===== config.mk =====
export PLATFORM = sky130hd
export DESIGN_NAME = fetch_stage
export DESIGN_NICKNAME = d
export VERILOG_FILES = /design/src/rtl/fetch_pkg.sv /design/src/rtl/fetch_perf_cnt.sv /design/src/rtl/fetch_stage.sv
export SDC_FILE = /design/constraint.sdc
export NUM_CORES = 1
export LEC_CHECK = 0
export CORE_MARGIN = 2
export CORE_UTILIZATION = 35
export DETAILED_ROUTE_END_ITERATION = 12
export PLACE_DENSITY = 0.86
export SYNTH_ARGS = -nofsm -noshare
export SYNTH_HDL_FRONTEND = slang
export SYNTH_SLANG_ARGS = --single-unit

===== constraint.sdc =====
create_clock -name clk -period 2.7 [get_ports clk]
set_input_delay 0.54 -clock clk [delete_from_list [all_inputs] [get_ports clk]]
set_output_delay 0.54 -clock clk [all_outputs]
set_load 0.02 [all_outputs]

===== src/rtl/fetch_pkg.sv =====
// Shared fetch-stage definitions: instruction geometry, the canonical NOP
// and the {pc, instr} packet handed to decode.
package fetch_pkg;

  localparam int          INSTR_BYTES = 4;
  localparam logic [31:0] NOP         = 32'h0000_0013;

  typedef struct packed {
    logic [31:0] pc;
    logic [31:0] instr;
  } fetch_pkt_t;

endpackage


===== src/rtl/fetch_perf_cnt.sv =====
// Fetch performance counter pair: instructions delivered and decode stall cycles.
// Built only when FETCH_PERF_CNT_EN is defined.
module fetch_perf_cnt (
  input  logic        clk,
  input  logic        rst,
  input  logic        xfer,
  input  logic        stall,
  output logic [31:0] perf_fetched,
  output logic [31:0] perf_stall
);

  logic [31:0] fetched_q, fetched_d;
  logic [31:0] stall_q,   stall_d;

  always_comb begin
    fetched_d = fetched_q;
    stall_d   = stall_q;
    if (xfer)  fetched_d = fetched_q + 32'd1;
    if (stall) stall_d   = stall_q + 32'd1;
  end

  always_ff @(posedge clk) begin
    if (rst) begin
      fetched_q <= '0;
      stall_q   <= '0;
    end else begin
      fetched_q <= fetched_d;
      stall_q   <= stall_d;
    end
  end

  assign perf_fetched = fetched_q;
  assign perf_stall   = stall_q;

endmodule


===== src/rtl/fetch_stage.sv =====
// PC / fetch stage driving a 1-cycle synchronous-read instruction memory.
// Optional perf counters are enabled with `define FETCH_PERF_CNT_EN.
module fetch_stage
  import fetch_pkg::*;
#(
  parameter int                    ADDR_WIDTH = 32,
  parameter int                    DATA_WIDTH = 32,
  parameter logic [ADDR_WIDTH-1:0] RESET_PC   = '0
) (
  input  logic                  clk,
  input  logic                  rst,
  output logic [ADDR_WIDTH-1:0] imem_addr,
  input  logic [DATA_WIDTH-1:0] imem_data,
  input  logic                  redirect_valid,
  input  logic [ADDR_WIDTH-1:0] redirect_pc,
  output logic                  out_valid,
  input  logic                  out_ready,
  output logic [ADDR_WIDTH-1:0] out_pc,
  output logic [DATA_WIDTH-1:0] out_instr
`ifdef FETCH_PERF_CNT_EN
  ,
  output logic [31:0]           perf_fetched,
  output logic [31:0]           perf_stall
`endif
);

  localparam logic [ADDR_WIDTH-1:0] PC_STEP = ADDR_WIDTH'(INSTR_BYTES);

  logic [ADDR_WIDTH-1:0] pc_q, pc_d;
  logic                  resp_valid_q, resp_valid_d;

  // Memory address selection doubles as the next PC: whatever we ask the
  // memory for now is what pc_q must describe when the word comes back.
  always_comb begin
    // NOTE: every always_comb output gets a default first so no path leaves
    // it unassigned, which would otherwise infer a latch.
    imem_addr    = pc_q;
    resp_valid_d = 1'b1;
    if (rst) begin
      imem_addr = RESET_PC;
    end else if (redirect_valid) begin
      imem_addr = {redirect_pc[ADDR_WIDTH-1:2], 2'b00};
    end else if (!resp_valid_q) begin
      imem_addr = pc_q;
    end else if (out_ready) begin
      imem_addr = pc_q + PC_STEP;
    end
    pc_d = imem_addr;
  end

  always_ff @(posedge clk) begin
    // NOTE: sequential state uses non-blocking assignments so every flop
    // samples pre-edge values regardless of statement order.
    if (rst) begin
      pc_q         <= RESET_PC;
      resp_valid_q <= 1'b0;
    end else begin
      pc_q         <= pc_d;
      resp_valid_q <= resp_valid_d;
    end
  end

  // A redirect squashes the word currently on the memory bus.
  assign out_valid = resp_valid_q & ~redirect_valid & ~rst;
  assign out_pc    = pc_q;
  assign out_instr = imem_data;

`ifdef FETCH_PERF_CNT_EN
  fetch_perf_cnt u_perf_cnt (
    .clk          (clk),
    .rst          (rst),
    .xfer         (out_valid & out_ready),
    .stall        (out_valid & ~out_ready),
    .perf_fetched (perf_fetched),
    .perf_stall   (perf_stall)
  );
`endif

endmodule


Word level (Yosys, flattened, before mapping)
Cells that the tools add are included.

Bits of input ports: 68. Output and inout bits: 97. Register bits after elaboration: 33. Logic and storage cells: 12.

Add/sub/neg operators: 1. Muxes and demuxes: 5. Bitwise operators: 4.

Operator list (count): 2-to-1 mux 32 bit (4); adder 32 x 3 -> 32 bit, second input constant (1); bitwise AND 1 bit (2); NOT 1 bit (2); 2-to-1 mux 1 bit (1).

Depth between registers and ports, before layout
Gate-level depths: netlist (run 1).

Depth after elaboration: 5. Depth in mapped cells: 6. Mapped depth without buffers: 5.

Worst setup path before layout (run 1)
No wires, ideal clock.

Kind: reg-to-output. From: register pc_q[4] (netlist: out_pc[4]). To: output port imem_addr[23]. Arrival time: 2464 ps. Stages on the path, launching flop included: 6. Buffers on the path: 1. Required time: 2160 ps. Path slack: -304 ps. Path through: dfxtp_1 > nand4_4 > or4b_4 > buf_6 > or4_4 > a311oi_1.

Word-level cells in the longest chain between the ends: 5.

Ends and longest elaborated chain: start, declared (RTL line fetch_stage.sv:29) `logic [ADDR_WIDTH-1:0] pc_q, pc_d;`; start signal, assigned (RTL line fetch_stage.sv:58) `pc_q <= pc_d;`; adder 32 x 3 -> 32 bit (RTL line fetch_stage.sv:46) `imem_addr = pc_q + PC_STEP;`; 2-to-1 mux 32 bit (RTL line fetch_stage.sv:45) `end else if (out_ready) begin`; 2-to-1 mux 32 bit (RTL line fetch_stage.sv:43) `end else if (!resp_valid_q) begin`; 2-to-1 mux 32 bit (RTL line fetch_stage.sv:41) `end else if (redirect_valid) begin`; 2-to-1 mux 32 bit (RTL line fetch_stage.sv:39) `if (rst) begin`; end, declared (RTL line fetch_stage.sv:12) `output logic [ADDR_WIDTH-1:0] imem_addr,`.

Every way passes these cells.

Worst setup path after layout (run 1)
From: register pc_q[9] (netlist: out_pc[9]). To: output port imem_addr[21].

Same word-level chain as after synthesis.

==> results of run 1 <==
==> layout make-up <==
| cell class | count | area, um^2 |
|---|---|---|
| fillers | 510 | 2210 |
| well taps | 77 | 96.3 |
| repair buffers | 189 | 1680 |
| flip-flops and latches | 33 | 673 |
| multi-input cells | 186 | 1580 |
| clock buffers | 7 | 86.3 |
| inverters | 7 | 27.5 |
==> cells by family after synthesis <==
group / after synthesis / synth area share [%]
buffers and inverters: 60 / 15.8
AO/OA/AOI/OAI: 82 / 28.2
XOR/XNOR: 8 / 3.06
flip-flops: 33 / 28.9
AND/OR/NAND/NOR: 94 / 23.4
adder cells (fa/ha/maj): 1 / 0.547
==> what timing repair did <==
action | CTS | global route
resized for setup | 141 | 18
endpoints found under the hold margin | 0 | 0
gates cloned | 2 | 0
buffers inserted | 2 | 4
hold buffers | 0 | 0
pin swaps | 19 | 9
endpoints found under the setup margin | 32 | 23
==> how the worst max path moves through the flow <==
stage          startpoint  cells after the start  slack [ns]       endpoint
6_report        out_pc[9]                      7       -0.37  imem_addr[21]
2_1_floorplan  out_pc[13]                      5       -0.05  imem_addr[23]
3_3_place_gp    out_ready                      7       -1.00  imem_addr[30]
3_5_place_dp    out_ready                      7       -1.05  imem_addr[26]
4_1_cts         out_pc[2]                      7       -0.39  imem_addr[26]
5_1_grt         out_pc[9]                      7       -0.40  imem_addr[21]
==> registers in the layout, indices dropped and copies added, names as in the netlist <==
| signal | cells |
|---|---|
| resp_valid_q | 1 |
| out_pc | 32 |
==> power by group through the flow <==
| stage | Sequential (W) | Combinational [W] | Clock (W) |
|---|---|---|---|
| 2_1_floorplan | 0.000605 | 0.000256 | 0 |
| 3_3_place_gp | 0.000551 | 0.000529 | 0 |
| 3_5_place_dp | 0.000553 | 0.000539 | 0 |
| 4_1_cts | 0.000543 | 0.000536 | 0.000385 |
| 5_1_grt | 0.000548 | 0.000577 | 0.000405 |
| 6_report | 0.000545 | 0.000541 | 0.000372 |
==> synth_stat cells (all sizes together) <==
cell type  count  area (um^2)
inv            7         26.3
and2           6         37.5
a21oi          2         10.0
or3            7         43.8
a31oi          2         12.5
nand2         13         48.8
nand4          8         65.1
and4           4         35.0
o31ai         14          105
o21ai          8         40.0
o211a          2         20.0
nor3           3         15.0
or4b           1         13.8
ha             1         12.5
buf           35          268
clkbuf        18         67.6
a311oi        42          368
nand3          8         40.0
xnor2          4         35.0
a211oi        12         90.1
xor2           4         35.0
or4           16          131
nor2          28          105
dfxtp         33          661
==> worst register-to-register path, delay by kind of cell (launching register included) <==
family	cells	cell delay [ns]
AND/OR/NAND/NOR	3	1.22
flip-flops	1	0.34
buffers and inverters	1	0.16
AO/OA/AOI/OAI	1	0.37
==> stage by stage <==
| stage | area [um^2] | total power, W | hold slack (ns) | setup TNS, ns |
|---|---|---|---|---|
| finish | 4140 | 0.00146 | 0.488 | -4.35 |
| global route | 4140 | 0.00153 | 0.499 | -5.55 |
| CTS | 4090 | 0.00146 | 0.493 | -4.32 |
| detailed placement | 3920 | 0.00109 | 0.471 | -19.39 |
| global placement | 3920 | 0.00108 | 0.465 | -18.49 |
| floorplan | 2500 | 0.000861 | 0.549 | -0.0523 |
==> per-layer routing <==
metal  up-vias  global-route usage, %  part of all wire, %
li1       1353                      -                    -
met1      1347                   26.1                   40
met2        89                   41.4                   54
met3        14                   3.79                  5.3
met4         0                   7.94                  1.2
met5         -                      0                    0
==> flow_summary_export.csv, run 1 <==
group,metric,value,unit
grt,first_global_vias,2807,
synth,yosysWarnings,0,
layout,area_delta_synth_final,81.2,%
placed_design,io_buffers,98,
pwr,p_per_area,352,nW/um^2
grt,grt_pass1_wl,13200,um
worst_setup_path,r2r_slack,0.50,ns
cts,clk_pin_slew,0.06,ns
cts,clk_latency,0.27,ns
timing,relSlewSlack,73.7,%
synth,synthesis.nets,347,
synth,synth_area_per_cell,8.22,um^2
cts,cts_tree,"yes",
timing,hold_viol_final,0,
worst_setup_path,ff2ff_path_depth,5,
die,die_y,84.8,um
drt,drcViolationCount,0,
cts,cts_made_buffers,5,
timing,rsz0062_at_grt,"yes",
synth,synthDistinctLibCells,29,
cts,clockRootBuffer,"clkbuf_8",
worst_setup_path,critPathKind,"reg -> out",
die,coreArea,6350,um^2
worst_setup_path,crit_family,"simple AND/OR/NAND/NOR gates",
worst_setup_path,worst_setup_path_start_kind,"register",
pwr,cellLeakagePower,1.57,nW
timing,finClkSkew,0.00374,ns
placed_design,gp_congestion,0.810,
synth,ys_seq_elements,33,
drt,first_pass_iters,4,
layout,final_cell_mix,"93 x buf_4, 64 x clkdlybuf4s50_1, 28 x nor2_1",
worst_setup_path,crit_required,2.16,ns
layout,final_common_cell,"buf_4",
worst_setup_path,cpMostUsedCell,"buf_4",
timing,worst_slew_pin_slew,0.391,ns
placed_design,dp_hpwl,5790,um
worst_hold_path,worstHoldEndpoint,"out_pc[0]",
pwr,pwr-share-seq,37.4,%
layout,instances_no_fill,499,
die,row_count,29,
outcome,status,"finished, violations left",
worst_setup_path,crit_slowest_cell,"or4b_4",
pwr,p_int,0.000999,W
worst_setup_path,crit_buf_inv,3,
pwr,p_clk_share,25.5,%
outcome,violations,"negative setup slack",
die,die_x,84.8,um
timing,fmax,326,MHz
cts,htree_num_levels,2,
worst_hold_path,min_path_cells,1,
drt,viasPerCell,5.62,
pwr,ir_drop,0.197,mV
grt,antenna_found_initial,0,
timing,fin_ws,-0.366,ns
flow_run,drv_cap,0,
layout,postLayoutCoreUtil,65.2,%
worst_setup_path,crit-reg2reg-launch,"out_pc[9]",
worst_setup_path,path_cells,"nand4_1, buf_4, or4b_4, buf_6, or4_4, a311oi_2, buf_4",
pwr,switching_share,31.5,%
drt,wire_per_inst,16.6,um
worst_hold_path,hold_class,"reg -> reg",
drt,drtIter0Drc,135,
timing,final-setup-viol-count,19,
synth,synth_cells,278,
drt,postRouteAntennaNets,0,
worst_setup_path,rr_endpoint,"out_pc[30]",
worst_hold_path,worstHoldStart,"out_pc[0]",
worst_setup_path,arrival,2.53,ns
worst_setup_path,cp_max_fo,5,
synth,syn-cell-area,2290,um^2
layout,antenna_cells,0,
grt,grt.overflow.total,0,
drt,routed_wl,8300,um
worst_setup_path,critPathMaxStageDelay,0.54,ns
synth,seq_area_frac_synth,28.9,%
placed_design,dp_cells,485,
pwr,p_comb_share,37.1,%
timing,finalCritPeriodShare,114,%
drt,dr_total_vias,2803,
cts,cts_sinks,33,
die,num_io_pins,165,
timing,maxSlewViolCount,0,
grt,grt.total_usage,22.5,%
timing,fin_crit,3.07,ns
grt,grt_max_degree,36,
layout,finalNetCount,491,
placed_design,post-place-ws,-1.05,ns
die,dieArea,7190,um^2
worst_setup_path,worst_setup_path_end_kind,"primary output",
pwr,p_sw,0.000459,W
cts,clock_path_buffers,2,
layout,layout-drive-gt1-share,41.9,%
die,start_util,36.0,%
No activity file was read; power rests on OpenSTA's default activity.
==> run 2, diff against run 1 <==
--- a/config.mk
+++ b/config.mk
@@ -9,5 +9,6 @@
 export CORE_UTILIZATION = 35
 export DETAILED_ROUTE_END_ITERATION = 12
-export PLACE_DENSITY = 0.86
+export PLACE_DENSITY = 0.91
+export RECOVER_POWER = 25
 export SYNTH_ARGS = -nofsm -noshare
 export SYNTH_HDL_FRONTEND = slang
==> constraint.sdc (replaced) <==
create_clock -name clk -period 2.7 [get_ports clk]
set_input_delay 0.405 -clock clk [delete_from_list [all_inputs] [get_ports clk]]
set_output_delay 0.405 -clock clk [all_outputs]
set_load 0.02 [all_outputs]
==> run 2 against run 1 <==
Effect of this change: the run still ends with negative setup slack left; combinational power fell by 10%; wire length rose by 2.4%; sequential power barely moved; highest routed layer unchanged.
==> flow_summary_export.csv, run 2 (synthesis gave the netlist of run 1 again) <==
group,metric,value,unit
outcome,status,"finished, violations left",
outcome,violations,"negative setup slack",
die,coreArea,6350,um^2
drt,viasPerCell,5.93,
pwr,ir_drop,0.262,mV
timing,fin_ws,-0.155,ns
worst_setup_path,worst_setup_path_start_kind,"register",
placed_design,gp_congestion,0.824,
layout,postLayoutCoreUtil,61.0,%
worst_hold_path,hold_class,"reg -> reg",
layout,layout-drive-gt1-share,38.6,%
timing,rsz0062_at_grt,"yes",
placed_design,io_buffers,98,
cts,clock_path_buffers,2,
die,start_util,36.0,%
cts,cts_made_buffers,5,
cts,htree_num_levels,2,
drt,postRouteAntennaNets,0,
timing,final-setup-viol-count,16,
layout,final_cell_mix,"75 x buf_4, 68 x clkdlybuf4s50_1, 28 x nor2_1",
layout,final_common_cell,"buf_4",
timing,fmax,350,MHz
grt,grt.total_usage,23.1,%
worst_setup_path,crit_required,2.30,ns
cts,clk_pin_slew,0.08,ns
timing,timing.hold.ws,0.480,ns
grt,first_global_vias,2829,
timing,maxSlewViolCount,0,
grt,grt_max_degree,52,
die,row_count,29,
drt,first_pass_iters,4,
grt,grt_pass1_wl,13500,um
worst_setup_path,arrival,2.45,ns
die,dieArea,7190,um^2
timing,fin_tns_setup,-1.35,ns
drt,dr_total_vias,2795,
timing,worst_slew_pin_slew,0.635,ns
worst_setup_path,critPathMaxStageDelay,0.57,ns
drt,drcViolationCount,0,
worst_setup_path,crit_slowest_cell,"or4_4",
cts,clockRootBuffer,"clkbuf_8",
worst_setup_path,cp_max_fo,5,
layout,final.fill_count,537,
layout,antenna_cells,0,
layout,multi_input_area,1540,um^2
timing,fin_crit,2.85,ns
drt,drtIter0Drc,102,
worst_setup_path,critPathKind,"reg -> out",
timing,hold_viol_final,0,
die,num_io_pins,165,
grt,antenna_found_initial,0,
die,die_x,84.8,um
grt,grt.overflow.total,0,
cts,clk_latency,0.29,ns
cts,cts_tree,"yes",
die,die_y,84.8,um
layout,area_delta_synth_final,69.6,%
layout,finalNetCount,462,
timing,finalCritPeriodShare,106,%
layout,largest_reg_flops,32,
placed_design,dp_hpwl,5690,um
placed_design,dpl-instance-area,3550,um^2
worst_setup_path,worst_setup_path_end_kind,"primary output",
layout,final-seq-area,673,um^2
timing,finClkSkew,0.00976,ns
worst_setup_path,path_cells,"nand4_1, buf_4, or4_4, or4_4, a311oi_2, buf_4",
drt,routed_wl,8500,um
cts,ctsHoldBuffers,0,
flow_run,drv_cap,0,
pwr,cellLeakagePower,1.42,nW
layout,fin_area,3880,um^2
timing,relSlewSlack,57.2,%
cts,cts_sinks,33,
pwr,p_per_area,392,nW/um^2
drt,wire_per_inst,18.0,um
==> run 2: critical path, delay by kind of cell, from the launching register on <==
family          cells  cell delay [ns]
buf+inv             2             0.37
compound gates      1             0.24
flops               1             0.33
simple gates        3             1.22
==> run 2: routing by layer <==
metal | up-vias | track usage (%) | share of wire [%]
met2 | 135 | 41.0 | 50
li1 | 1295 | - | -
met4 | 0 | 9.67 | 3.0
met5 | - | 0 | 0
met3 | 30 | 4.86 | 6.3
met1 | 1335 | 26.9 | 40
==> run 2: layout make-up <==
type                            instances  share of cell area (%)
Clock buffer                            5                    1.78
Clock inverter                          3                    1.19
Inverter                                7                   0.678
Multi-Input combinational cell        187                    39.8
Sequential cell                        33                    17.4
Tap cell                               77                    2.49
Timing Repair Buffer                  159                    36.7
==> run 2: power breakdown <==
part / switching, W / internal (W)
sequential: 0.0000262 / 0.000521
combinational: 0.000252 / 0.000235
clock: 0.000207 / 0.000276
total: 0.000485 / 0.00103
==> run 2: worst paths after layout <==
path	endpoint	from	slack, ns	depth (start not counted)
setup / recovery	imem_addr[31]	out_pc[10]	-0.15	6
hold / removal	out_pc[0]	out_pc[0]	0.48	1
setup reg to reg	out_pc[29]	out_pc[2]	0.53	6
hold reg to reg	out_pc[0]	out_pc[0]	0.48	1
==> run 2: stage by stage <==
step | total power, W | worst slack, ns | instances
global placement | 0.00102 | -0.807 | 450
floorplan | 0.000844 | 0.0349 | 278
detailed placement | 0.00103 | -0.889 | 450
global route | 0.00157 | -0.216 | 471
CTS | 0.00151 | -0.120 | 469
finish | 0.00152 | -0.155 | 471
==> run 2: repair_timing <==
action | CTS | global route
cloned | 2 | 0
setup buffers | 9 | 2
gates resized for setup | 140 | 20
setup endpoints to repair | 28 | 23
pin swaps | 24 | 11
hold endpoints to repair | 0 | 0
==> run 3, diff against run 2 <==
Settings changed: GPL_ROUTABILITY_DRIVEN set to 0.
==> results of run 3 <==
No change in the layout: final DEF, timing and power equal those of run 2.
